File: config.mk
export PLATFORM = sky130hd
export DESIGN_NAME = lift_scan_ctrl
export DESIGN_NICKNAME = d
export VERILOG_FILES = /design/src/rtl/lift_scan_ctrl.sv
export SDC_FILE = /design/constraint.sdc
export NUM_CORES = 1
export LEC_CHECK = 0
export ABC_AREA = 1
export BUFFER_PORTS_ARGS = -buffer_cell sky130_fd_sc_hd__buf_4
export CORE_MARGIN = 8
export CORE_UTILIZATION = 40
export CTS_CLUSTER_DIAMETER = 80
export CTS_CLUSTER_SIZE = 28
export DETAILED_ROUTE_END_ITERATION = 6
export PLACE_DENSITY = 0.6
export SLEW_MARGIN = 20
export SYNTH_ARGS = -nofsm -noshare
export SYNTH_HDL_FRONTEND = slang
export SYNTH_SLANG_ARGS = --single-unit
export TNS_END_PERCENT = 1
File: constraint.sdc
create_clock -name clk -period 5 [get_ports clk]
set_clock_uncertainty 0.15 [all_clocks]
set_input_delay 0.75 -clock clk [delete_from_list [all_inputs] [get_ports clk]]
set_output_delay 0.75 -clock clk [all_outputs]
set_load 0.05 [all_outputs]
File: src/rtl/lift_scan_ctrl.sv
// SCAN lift controller: latched request bitmap, timed per-floor travel, timed door open/close.
// Optional macro DOOR_SENSE_EN: door_obstruct during DOOR_CLOSE forces a full reopen.
module lift_scan_ctrl #(
    parameter int unsigned N_FLOORS     = 8,
    parameter int unsigned FLOOR_W      = 3,
    parameter int unsigned MOVE_CYCLES  = 4,
    parameter int unsigned DOOR_CYCLES  = 5,
    parameter int unsigned CLOSE_CYCLES = 2
) (
    input  logic                clk,
    input  logic                rst,
    input  logic                req_valid,
    input  logic [FLOOR_W-1:0]  req_floor,
    input  logic                door_obstruct,
    output logic [FLOOR_W-1:0]  current_floor,
    output logic [N_FLOORS-1:0] pending,
    output logic                dir_up,
    output logic                motor_up,
    output logic                motor_down,
    output logic                door_open,
    output logic                door_close,
    output logic                busy
);

    localparam int unsigned MAX_C_A = (MOVE_CYCLES > DOOR_CYCLES) ? MOVE_CYCLES : DOOR_CYCLES;
    localparam int unsigned MAX_C   = (MAX_C_A > CLOSE_CYCLES) ? MAX_C_A : CLOSE_CYCLES;
    localparam int unsigned CNT_W   = (MAX_C > 1) ? $clog2(MAX_C) : 1;

    typedef enum logic [2:0] {IDLE, MOVE_UP, MOVE_DOWN, DOOR_OPEN, DOOR_CLOSE} state_t;

    state_t              state, state_d;
    logic [CNT_W-1:0]    move_cnt, move_d;
    logic [CNT_W-1:0]    door_cnt, door_d;
    logic [FLOOR_W-1:0]  floor_d;
    logic                dir_d;
    logic [N_FLOORS-1:0] set_mask, clr_mask, pending_d;
    logic                door_restart;
    logic [31:0]         req_idx;

    assign req_idx = 32'(req_floor);

`ifndef DOOR_SENSE_EN
    logic unused_obstruct;
    assign unused_obstruct = door_obstruct;
`endif

    function automatic logic any_above(input logic [N_FLOORS-1:0] p, input logic [31:0] f);
        logic r;
        r = 1'b0;
        for (int unsigned i = 0; i < N_FLOORS; i++)
            if (p[i] && (i > f)) r = 1'b1;
        return r;
    endfunction

    function automatic logic any_below(input logic [N_FLOORS-1:0] p, input logic [31:0] f);
        logic r;
        r = 1'b0;
        for (int unsigned i = 0; i < N_FLOORS; i++)
            if (p[i] && (i < f)) r = 1'b1;
        return r;
    endfunction

    always_comb begin
        state_d      = state;
        floor_d      = current_floor;
        dir_d        = dir_up;
        move_d       = move_cnt;
        door_d       = door_cnt;
        set_mask     = '0;
        clr_mask     = '0;
        door_restart = 1'b0;

        if (req_valid && (req_idx < N_FLOORS)) begin
            if ((state == DOOR_OPEN) && (req_floor == current_floor))
                door_restart = 1'b1;
            else
                set_mask[req_floor] = 1'b1;
        end

        case (state)
            IDLE: begin
                if (pending != '0) begin
                    if (pending[current_floor]) begin
                        state_d                 = DOOR_OPEN;
                        door_d                  = '0;
                        clr_mask[current_floor] = 1'b1;
                    end else if (dir_up ? any_above(pending, 32'(current_floor))
                                        : any_below(pending, 32'(current_floor))) begin
                        state_d = dir_up ? MOVE_UP : MOVE_DOWN;
                    end else begin
                        dir_d   = !dir_up;
                        state_d = dir_up ? MOVE_DOWN : MOVE_UP;
                    end
                end
            end
            MOVE_UP, MOVE_DOWN: begin
                if (move_cnt == CNT_W'(MOVE_CYCLES - 1)) begin
                    move_d  = '0;
                    floor_d = (state == MOVE_UP) ? current_floor + 1'b1 : current_floor - 1'b1;
                    // Arrival decision looks at the floor just reached, not the one left.
                    if (pending[floor_d]) begin
                        state_d           = DOOR_OPEN;
                        door_d            = '0;
                        clr_mask[floor_d] = 1'b1;
                    end else if ((state == MOVE_UP) ? any_above(pending, 32'(floor_d))
                                                    : any_below(pending, 32'(floor_d))) begin
                        state_d = state;
                    end else begin
                        state_d = IDLE;
                    end
                end else begin
                    move_d = move_cnt + 1'b1;
                end
            end
            DOOR_OPEN: begin
                if (door_restart) begin
                    door_d = '0;
                end else if (door_cnt == CNT_W'(DOOR_CYCLES - 1)) begin
                    state_d = DOOR_CLOSE;
                    door_d  = '0;
                end else begin
                    door_d = door_cnt + 1'b1;
                end
            end
            DOOR_CLOSE: begin
`ifdef DOOR_SENSE_EN
                if (door_obstruct) begin
                    state_d                 = DOOR_OPEN;
                    door_d                  = '0;
                    clr_mask[current_floor] = 1'b1;
                end else
`endif
                if (door_cnt == CNT_W'(CLOSE_CYCLES - 1)) begin
                    state_d = IDLE;
                    door_d  = '0;
                end else begin
                    door_d = door_cnt + 1'b1;
                end
            end
            default: state_d = IDLE;
        endcase

        pending_d = (pending | set_mask) & ~clr_mask;
    end

    // Outputs are registered from the next state so they stay Moore-aligned with state.
    always_ff @(posedge clk or posedge rst) begin
        if (rst) begin
            state         <= IDLE;
            current_floor <= '0;
            pending       <= '0;
            dir_up        <= 1'b1;
            move_cnt      <= '0;
            door_cnt      <= '0;
            motor_up      <= 1'b0;
            motor_down    <= 1'b0;
            door_open     <= 1'b0;
            door_close    <= 1'b0;
            busy          <= 1'b0;
        end else begin
            state         <= state_d;
            current_floor <= floor_d;
            pending       <= pending_d;
            dir_up        <= dir_d;
            move_cnt      <= move_d;
            door_cnt      <= door_d;
            motor_up      <= (state_d == MOVE_UP);
            motor_down    <= (state_d == MOVE_DOWN);
            door_open     <= (state_d == DOOR_OPEN);
            door_close    <= (state_d == DOOR_CLOSE);
            busy          <= (state_d != IDLE) || (pending_d != '0);
        end
    end

endmodule
==> results of run 1 <==
==> worst max-delay path, cell delays in order, from the launching register on <==
cell     delay [ps]
dfrtp_1         640
inv_2           200
ha_1            350
nand4_1         150
nand2_4         160
inv_4            80
nand2_2          50
nand2_1          50
nand2_2          80
nand3_4         100
o21ai_0         300
nand2_1          80
nor3_1          400
nand3_1         140
==> synthesized netlist by cell type (3+ instances only) <==
cell type | number | area (µm²)
o21ai_1 | 4 | 20.02
nand3_1 | 32 | 160.2
nor3_1 | 5 | 25.02
nand2_2 | 7 | 43.79
a31oi_1 | 3 | 18.77
a21oi_1 | 17 | 85.08
buf_2 | 4 | 20.02
inv_2 | 5 | 18.77
nor2_1 | 27 | 101.4
xor2_1 | 3 | 26.28
o21ai_0 | 21 | 105.1
nor2_4 | 3 | 33.78
nand4_1 | 7 | 43.79
dfrtp_1 | 25 | 625.6
nand2_4 | 3 | 33.78
inv_1 | 44 | 165.2
buf_4 | 4 | 30.03
ha_1 | 10 | 125.1
nand2_1 | 91 | 341.6
==> cell type report <==
cell class / count / area (µm²) / area share
Tap cell: 72 / 90.09 / 0.03622
Inverter: 51 / 196.4 / 0.07897
Sequential cell: 26 / 651.9 / 0.2621
Multi-Input combinational cell: 246 / 1305 / 0.5246
Clock buffer: 3 / 41.29 / 0.01660
Clock inverter: 1 / 30.03 / 0.01207
Timing Repair Buffer: 23 / 172.7 / 0.06942
==> flip-flops by register name (all words and copies together) (netlist names) <==
name / count
current_floor: 3
state: 3
motor_up: 1
door_close: 1
door_open: 1
pending: 8
door_cnt: 3
dir_up: 1
busy: 1
motor_down: 1
move_cnt: 3
==> kinds of logic after synthesis <==
group                    Yosys count
AO/OA/AOI/OAI                     52
XOR/XNOR                           3
adder cells (fa/ha/maj)           10
buffers and inverters             59
flip-flops                        26
AND/OR/NAND/NOR                  181
==> worst paths after layout <==
| kind | from | end |
|---|---|---|
| max | current_floor[1]$_DFFE_PP0P_ | busy$_DFF_PP0_ |
| min | move_cnt[2]$_DFFE_PP0N_ | move_cnt[2]$_DFFE_PP0N_ |
| max reg2reg | current_floor[1]$_DFFE_PP0P_ | busy$_DFF_PP0_ |
| min reg2reg | move_cnt[2]$_DFFE_PP0N_ | move_cnt[2]$_DFFE_PP0N_ |
| max in group asynchronous | rst | pending[3]$_DFF_PP0_ |
| min in group asynchronous | rst | door_cnt[0]$_DFFE_PP0P_ |
==> stage by stage <==
step                      std cells  setup WS [ps]
after floorplan                 331           2216
after global placement          418           1990
after detailed placement        418           2005
final                           422           1926
after CTS                       422           1980
after global routing            422           1751
==> placed cells by master, fill, tap and decap left out, types with 3 or more instances in the layout <==
master and count:
o21ai_1 4, nand2_1 91, inv_2 5, nor2_1 27, nand2_2 7, xor2_1 3
a21oi_1 17, nand3_1 32, ha_1 10, buf_4 23, clkbuf_8 3, o21ai_0 21
a31oi_1 3, dfrtp_1 25, nand2_4 3, nor2_4 3, nor3_1 5, inv_1 43
nand4_1 7
==> per-layer routing <==
layer / vias up / GRT usage / wire length (µm)
met3: 16 / 0.02743 / 321
met4: 0 / 0.07351 / 176
met5: - / 0 / 0
met1: 962 / 0.2047 / 2770
li1: 1105 / - / -
met2: 56 / 0.2423 / 2673
==> results.tsv, run 1 <==
stage	metric	value	unit
synthesis	synthArstFlopShare	1.000	
drt	drt_pass1_iterations	4	
global_routing	grt_max_degree	30	
critical_path	cp_max_fo	12	
timing	tightest_slew	898.0	ps
placed_design	placed_area	0.002416	mm²
layout	antenna_cells	0	
clock_tree	cts_buffers	3	
drt	drc_errors	0	
drt	wl	5942	µm
clock_tree	holdBufCountCts	0	
synthesis	yosys_warnings	0	
synthesis	synthSimpleGateAreaFrac	0.3844	
synthesis	ys_types	33	
clock_tree	clock-sinks	26	
timing	finalSetupTns	0	ps
clock_tree	cts.path.max_buffers	2	
timing	rsz0062_at_grt	no	
min_path	min_path_type	flop to flop	
synthesis	syn_avg_cell_area	6.657	µm²
synthesis	syn-cell-area	0.002203	mm²
layout	nets	368	
placed_design	hpwl	4706	µm
synthesis	synth_top_family_by_area	simple AND/OR/NAND/NOR gates	
critical_path	start_kind	flop	
timing	hold_viol	0	
clock_tree	clk-insertion-delay-late	270	ps
layout	final_area	0.002487	mm²
synthesis	synth_edf_count	0	
synthesis	synth-xor-area-share	0.01193	
synthesis	yosys_most_used_dff	dfrtp_1	
clock_tree	cts_resized	0	
layout	utilization	0.4602	
drt	ant_nets	0	
synthesis	synth_compound_area_frac	0.1391	
critical_path	r2r_cells	13	
critical_path	cp.required	5000	ps
synthesis	yosysSeqAreaShare	0.2959	
floorplanning	start_util	0.4076	
layout	drive_gt1_frac	0.1629	
global_routing	antenna_found_initial	0	
layout	n_fill_cell	581	
clock_tree	htree_levels	1	
synthesis	synth_fa_ha_area_frac	0.05679	
floorplanning	core	0.005405	mm²
synthesis	syn_nets	348	
global_routing	grt_pass1_vias	2180	
floorplanning	dieArea	0.008140	mm²
timing	setup_viol	0	
timing	slew_violations	0	
timing	max_freq	325.3	MHz
critical_path	ff2ff_setup_slack	1930	ps
floorplanning	die_y	90.22	µm
clock_tree	postCtsSetupBuffers	0	
min_path	hold_depth	2	
clock_tree	path_clk_slew	90	ps
critical_path	endpoint_kind	flop	
synthesis	muxShareOfSynthArea	0	
layout	syn_to_final_growth	12.89	%
placed_design	globalplace.congestion	0.9397	
floorplanning	io_pins	24	
global_routing	grt_pass1_wl	10550	µm
drt	drt_iter0_drc	215	
timing	maxSlewHeadroom	0.3976	
placed_design	io_buffers	22	
drt	wire_per_inst	14.08	µm
timing	fin_hold_ws	347.4	ps
timing	final.min_clock_period	3074	ps
critical_path	critPathKind	flop to flop	
run_status	status	finished clean	
synthesis	ys_seq_elements	26	
global_routing	grtUsageTotal	0.1561	
drt	vias_per_cell	5.069	
drt	vias	2139	
flow_run	drv_cap	0	
global_routing	grt_overflow	0	
clock_tree	cts_root_buf	clkbuf_8	
critical_path	worstPathArrival	3070	ps
timing	min_period_over_period	0.6148	
floorplanning	die-width	90.22	µm
floorplanning	rows	27	
synthesis	synthCells	331	
clock_tree	cts_tree	built	
Power of run 1 is left out: the tool's default activity adds up to more than one toggle a clock period on the data nets, which glitch-free logic cannot reach.
==> inputs of run 2 (changes only) <==
--- a/config.mk
+++ b/config.mk
@@ -12,7 +12,7 @@
 export CTS_CLUSTER_DIAMETER = 80
 export CTS_CLUSTER_SIZE = 28
 export DETAILED_ROUTE_END_ITERATION = 6
-export PLACE_DENSITY = 0.6
+export PLACE_DENSITY = 0.62
 export SLEW_MARGIN = 20
 export SYNTH_ARGS = -nofsm -noshare
 export SYNTH_HDL_FRONTEND = slang
==> constraint.sdc (replaced) <==
create_clock -name clk -period 2.7 [get_ports clk]
set_clock_uncertainty 0.15 [all_clocks]
set_input_delay 0.405 -clock clk [delete_from_list [all_inputs] [get_ports clk]]
set_output_delay 0.405 -clock clk [all_outputs]
set_load 0.05 [all_outputs]
==> run 2 against run 1 <==
  * Global-route usage increased by 0.23 points
  * Final cell count increased by 3.8%
  * Critical path depth increased by 4
  * Setup slack got worse by 1700 ps
==> results.tsv, run 2 (synthesis results as in run 1) <==
stage	metric	value	unit
timing	hold_viol	0	
critical_path	start_kind	flop	
drt	vias_per_cell	5.148	
timing	min_period_over_period	0.9340	
drt	vias	2255	
critical_path	worstPathArrival	2540	ps
timing	rsz0062_at_grt	yes	
drt	wl_met1	2680	µm
timing	max_freq	396.6	MHz
placed_design	placed_area	0.002530	mm²
timing	slew_violations	0	
floorplanning	rows	27	
clock_tree	cts_buffers	3	
layout	largest_register_ffs	8	
placed_design	globalplace.congestion	0.9654	
critical_path	cp.required	2720	ps
layout	nets	384	
floorplanning	die-width	90.22	µm
drt	drc_errors	0	
drt	drt_iter0_drc	231	
timing	final.min_clock_period	2522	ps
timing	tightest_slew	457.4	ps
clock_tree	holdBufCountCts	0	
critical_path	critPathKind	flop to flop	
global_routing	grt_pass1_wl	10610	µm
global_routing	grt_pass1_vias	2150	
drt	met2_length	2957	µm
layout	final_common_cell	nand2_1	
drt	top_layer_used	met4	
timing	maxSlewHeadroom	0.6925	
layout	syn_to_final_growth	18.00	%
layout	final_area	0.002600	mm²
critical_path	ff2ff_setup_slack	180	ps
critical_path	cp_max_fo	5	
run_status	status	finished clean	
clock_tree	clk-insertion-delay-late	280	ps
drt	ant_nets	0	
timing	fin_hold_ws	30.45	ps
clock_tree	path_clk_slew	100	ps
floorplanning	start_util	0.4076	
layout	antenna_cells	0	
flow_run	drv_cap	0	
global_routing	grt_overflow	0	
clock_tree	cts.path.max_buffers	2	
clock_tree	htree_levels	1	
floorplanning	dieArea	0.008140	mm²
clock_tree	cts_root_buf	clkbuf_8	
clock_tree	clock-sinks	26	
floorplanning	die_y	90.22	µm
critical_path	endpoint_kind	flop	
min_path	min_path_type	primary input to async pin	
floorplanning	core	0.005405	mm²
floorplanning	io_pins	24	
global_routing	antenna_found_initial	0	
timing	setup_viol	0	
global_routing	grt_max_degree	27	
placed_design	hpwl	4936	µm
layout	drive_gt1_frac	0.2104	
layout	regMostFlops	pending	
placed_design	io_buffers	22	
drt	wl	6193	µm
global_routing	grtUsageTotal	0.1583	
layout	final_cell_mix	nand2_1, inv_1, buf_4	
drt	drt_pass1_iterations	4	
drt	wire_per_inst	14.14	µm
clock_tree	cts_tree	built	
layout	n_fill_cell	575	
drt	wl_met3	443	µm
run 2: cell count changes in the layout (fill, tap and decap cells not counted), sizes merged:
cell	previous run	this run
buf	23	39
bufinv	1	0
clkbuf	3	4
clkinv	1	0
inv	50	51
run 2: layout make-up:
type / instances / area (µm²) / share of cell area
well taps: 72 / 90.09 / 0.03465
inverters: 51 / 196.4 / 0.07555
clock buffers: 4 / 45.04 / 0.01732
flip-flops and latches: 26 / 654.4 / 0.2517
repair buffers: 39 / 292.8 / 0.1126
multi-input cells: 246 / 1321 / 0.5082
run 2: worst paths after layout:
check / from / to / depth (start not counted)
hold / removal: rst / motor_up$_DFF_PP0_ / 3
setup / recovery: current_floor[1]$_DFFE_PP0P_ / busy$_DFF_PP0_ / 17
setup reg to reg: current_floor[1]$_DFFE_PP0P_ / busy$_DFF_PP0_ / 17
max in group asynchronous: rst / dir_up$_DFFE_PP1P_ / 3
hold reg to reg: move_cnt[1]$_DFFE_PP0N_ / move_cnt[1]$_DFFE_PP0N_ / 2
min in group clk: move_cnt[1]$_DFFE_PP0N_ / move_cnt[1]$_DFFE_PP0N_ / 2
run 2: worst max-delay path: stages (launching register included):
cell	delay, ps
dfrtp_2	450
ha_2	190
ha_1	280
nand4_1	120
nand2_4	90
inv_4	70
buf_4	140
nand2_4	60
nor2_4	80
nor2_1	50
nor2_1	100
nand3_1	80
nand2_1	80
nand2_1	70
nand2_1	60
nand2_1	60
a21oi_1	180
nand3_1	100
run 2: stage by stage:
stage / setup WS (ps) / instances / utilization / setup TNS [ps]
2_1_floorplan: 18.90 / 331 / - / 0
3_3_place_gp: 58.12 / 433 / 0.4681 / 0
6_report: 178.3 / 438 / 0.4810 / 0
4_1_cts: 27.97 / 437 / 0.4764 / 0
3_5_place_dp: 81.65 / 433 / 0.4681 / 0
5_1_grt: -10.69 / 438 / 0.4810 / -14.17
run 2: layer usage:
layer	GRT usage	vias up
li1	-	1132
met1	0.2007	1041
met2	0.2638	72
met3	0.02411	10
met4	0.05964	0
met5	0	-
run 2: what timing repair did:
action	in CTS	in global routing
setup endpoints to repair	0	4
setup buffers	0	1
resized for setup	0	6
Power of run 2 is left out for the same reason.
==> inputs of run 3 (changes only) <==
--- a/config.mk
+++ b/config.mk
@@ -5,7 +5,6 @@
 export SDC_FILE = /design/constraint.sdc
 export NUM_CORES = 1
 export LEC_CHECK = 0
-export ABC_AREA = 1
 export BUFFER_PORTS_ARGS = -buffer_cell sky130_fd_sc_hd__buf_4
 export CORE_MARGIN = 8
 export CORE_UTILIZATION = 40
==> run 3 against run 2 <==
  * Final cell count fell by 7.8%
  * Critical path type unchanged
  * Via count rose by 4.3%
  * Global-route usage rose by 1.7 points
  * First-iteration DRC count rose by 48%
  * The flow now finishes with violations (setup timing)
  * Final area rose by 20%
  * Synthesized cell count fell by 26%
  * Largest cell class unchanged
  * Count of clock-buffer cells in the layout fell by 1
  * Non-clock buffer count rose by 62
  * Hold slack got worse by 6.8 ps
==> results.tsv, run 3 <==
stage	metric	value	unit
run_status	status	finished with violations	
run_status	violations	setup timing	
drt	vias	2353	
layout	final_cell_mix	buf_4, dfrtp_1, o21ai_0	
synthesis	syn_nets	261	
critical_path	endpoint_kind	flop	
drt	wl	7066	µm
synthesis	synth_area_leader_cell	dfrtp_1	
floorplanning	die_y	89.90	µm
critical_path	crit_chain	buf_4 > xnor2_1 > or4_4 > buf_4 > nor4_2 > a211oi_1 > or4_4 > or4_1	
placed_design	globalplace.congestion	1.026	
drt	drc_errors	0	
timing	setup_viol	4	
synthesis	synthDominantCellAreaShare	0.2864	
floorplanning	io_pins	24	
synthesis	synth_area_leaders	dfrtp_1, ha_1, o21ai_0, a21oi_1, mux2_2	
clock_tree	htree_levels	1	
floorplanning	core	0.005405	mm²
min_path	min_path_type	primary input to async pin	
drt	ant_nets	0	
critical_path	path_buf_inv	2	
timing	fin_ws	-300.7	ps
drt	wire_per_inst	17.49	µm
timing	finalSetupTns	-584.4	ps
critical_path	worst_r2r_endpoint	busy$_DFF_PP0_	
clock_tree	cts_root_buf	clkbuf_8	
timing	hold_viol	0	
timing	slew_violations	0	
flow_run	drv_cap	0	
synthesis	syn-cell-area	0.002185	mm²
timing	min_period_over_period	1.111	
global_routing	grt_max_degree	27	
layout	largest_register_ffs	8	
synthesis	yosys_most_used_dff	dfrtp_1	
layout	nets	350	
clock_tree	clk-insertion-delay-late	280	ps
critical_path	worstPathArrival	3010	ps
global_routing	grt_pass1_vias	2314	
drt	vias_per_cell	5.824	
synthesis	yosysSeqAreaShare	0.2984	
global_routing	grt_overflow	0	
critical_path	critPathKind	flop to flop	
layout	antenna_cells	0	
layout	regMostFlops	pending	
critical_path	cp_max_fo	8	
synthesis	yosys_warnings	0	
synthesis	ys_seq_elements	26	
floorplanning	rows	27	
critical_path	r2r_start	state[1]$_DFF_PP0_	
global_routing	antenna_found_initial	0	
synthesis	synth_common_cells	dfrtp_1, o21ai_0, a21oi_1, inv_1, nand2_1	
synthesis	ys_types	59	
clock_tree	cts_buffers	3	
critical_path	cp.required	2710	ps
synthesis	synthMostInstantiatedCell	dfrtp_1	
layout	drive_gt1_frac	0.4398	
clock_tree	path_clk_slew	100	ps
critical_path	cp_top_family	simple AND/OR/NAND/NOR gates	
critical_path	max_stage_delay	520	ps
floorplanning	dieArea	0.008082	mm²
global_routing	grtUsageTotal	0.1750	
critical_path	cp_slowest_cell	or4_1	
clock_tree	clock-sinks	26	
critical_path	start_kind	flop	
layout	n_fill_cell	460	
floorplanning	die-width	89.90	µm
critical_path	ff2ff_setup_slack	-300	ps
global_routing	grt_pass1_wl	11840	µm
synthesis	synthCells	244	
drt	drt_pass1_iterations	5	
placed_design	placed_cells_incl_taps	391	
timing	final.min_clock_period	3001	ps
clock_tree	cts_tree	built	
placed_design	io_buffers	22	
synthesis	synth_edf_count	0	
drt	drt_iter0_drc	341	
timing	max_freq	333.3	MHz
timing	maxSlewHeadroom	0.6123	
timing	tightest_slew	581.6	ps
floorplanning	start_util	0.4042	
layout	layout.cells.non_filler	404	
clock_tree	cts.path.max_buffers	2	
critical_path	r2r_cells	8	
timing	rsz0062_at_grt	yes	
placed_design	hpwl	5263	µm
layout	syn_to_final_growth	42.78	%
layout	utilization	0.5771	
layout	final_common_cell	buf_4	
synthesis	syn_avg_cell_area	8.953	µm²
synthesis	synthArstFlopShare	1.000	
[run 3: how the worst max path moves through the flow]
stage	from	slack (ps)	end	depth (start not counted)
finish	state[1]$_DFF_PP0_	-300	busy$_DFF_PP0_	8
global route	state[1]$_DFF_PP0_	-380	busy$_DFF_PP0_	8
CTS	current_floor[0]$_DFFE_PP0P_	-280	busy$_DFF_PP0_	9
detailed placement	state[1]$_DFF_PP0_	-540	busy$_DFF_PP0_	6
global placement	state[1]$_DFF_PP0_	-570	busy$_DFF_PP0_	6
floorplan	current_floor[0]$_DFFE_PP0P_	-600	busy$_DFF_PP0_	10
[run 3: timing repair]
action,CTS,global route
buffers inserted,5,3
cloned,1,0
resized for setup,17,6
setup endpoints to repair,10,9
hold buffers,0,0
pin swaps,6,4
[run 3: worst min-delay path: cells and delay by family]
kind,cells,cell delay (ps)
buffers and inverters,3,470
[run 3: cells by family after synthesis]
group	synth area share
buffers and inverters	0.09278
AOI/OAI and AO/OA	0.2274
and+or+nand+nor	0.2406
muxes	0.05555
xor gates and xnor gates	0.02806
DFF	0.2984
adders and majority gates	0.05727
[run 3: cell type report]
type / instances / area (µm²) / area share
clock buffer: 3 / 41.29 / 0.01324
clock inverter: 1 / 30.03 / 0.009627
inverter: 15 / 56.30 / 0.01805
multi-input combinational: 186 / 1461 / 0.4685
sequential: 26 / 656.9 / 0.2106
tap: 72 / 90.09 / 0.02888
timing repair buffer: 101 / 783.3 / 0.2511
[run 3: stage by stage]
| stage | worst slack [ps] | hold WS [ps] | cell area (µm²) |
|---|---|---|---|
| after floorplan | -603.3 | 290.9 | 2205 |
| after global placement | -565.5 | 306.3 | 2854 |
| after detailed placement | -539.3 | 320.4 | 2854 |
| after CTS | -279.2 | 35.04 | 3064 |
| after global routing | -384.4 | 53.00 | 3119 |
| final | -300.7 | 23.62 | 3119 |
[run 3: per-layer routing]
layer	wire length, µm	track usage	share of wire
met1	2857	0.2173	0.40
met2	3435	0.2939	0.49
met5	0	0	0
met4	239	0.08322	0.034
met3	534	0.02078	0.076
Power of run 3 is left out for the same reason.
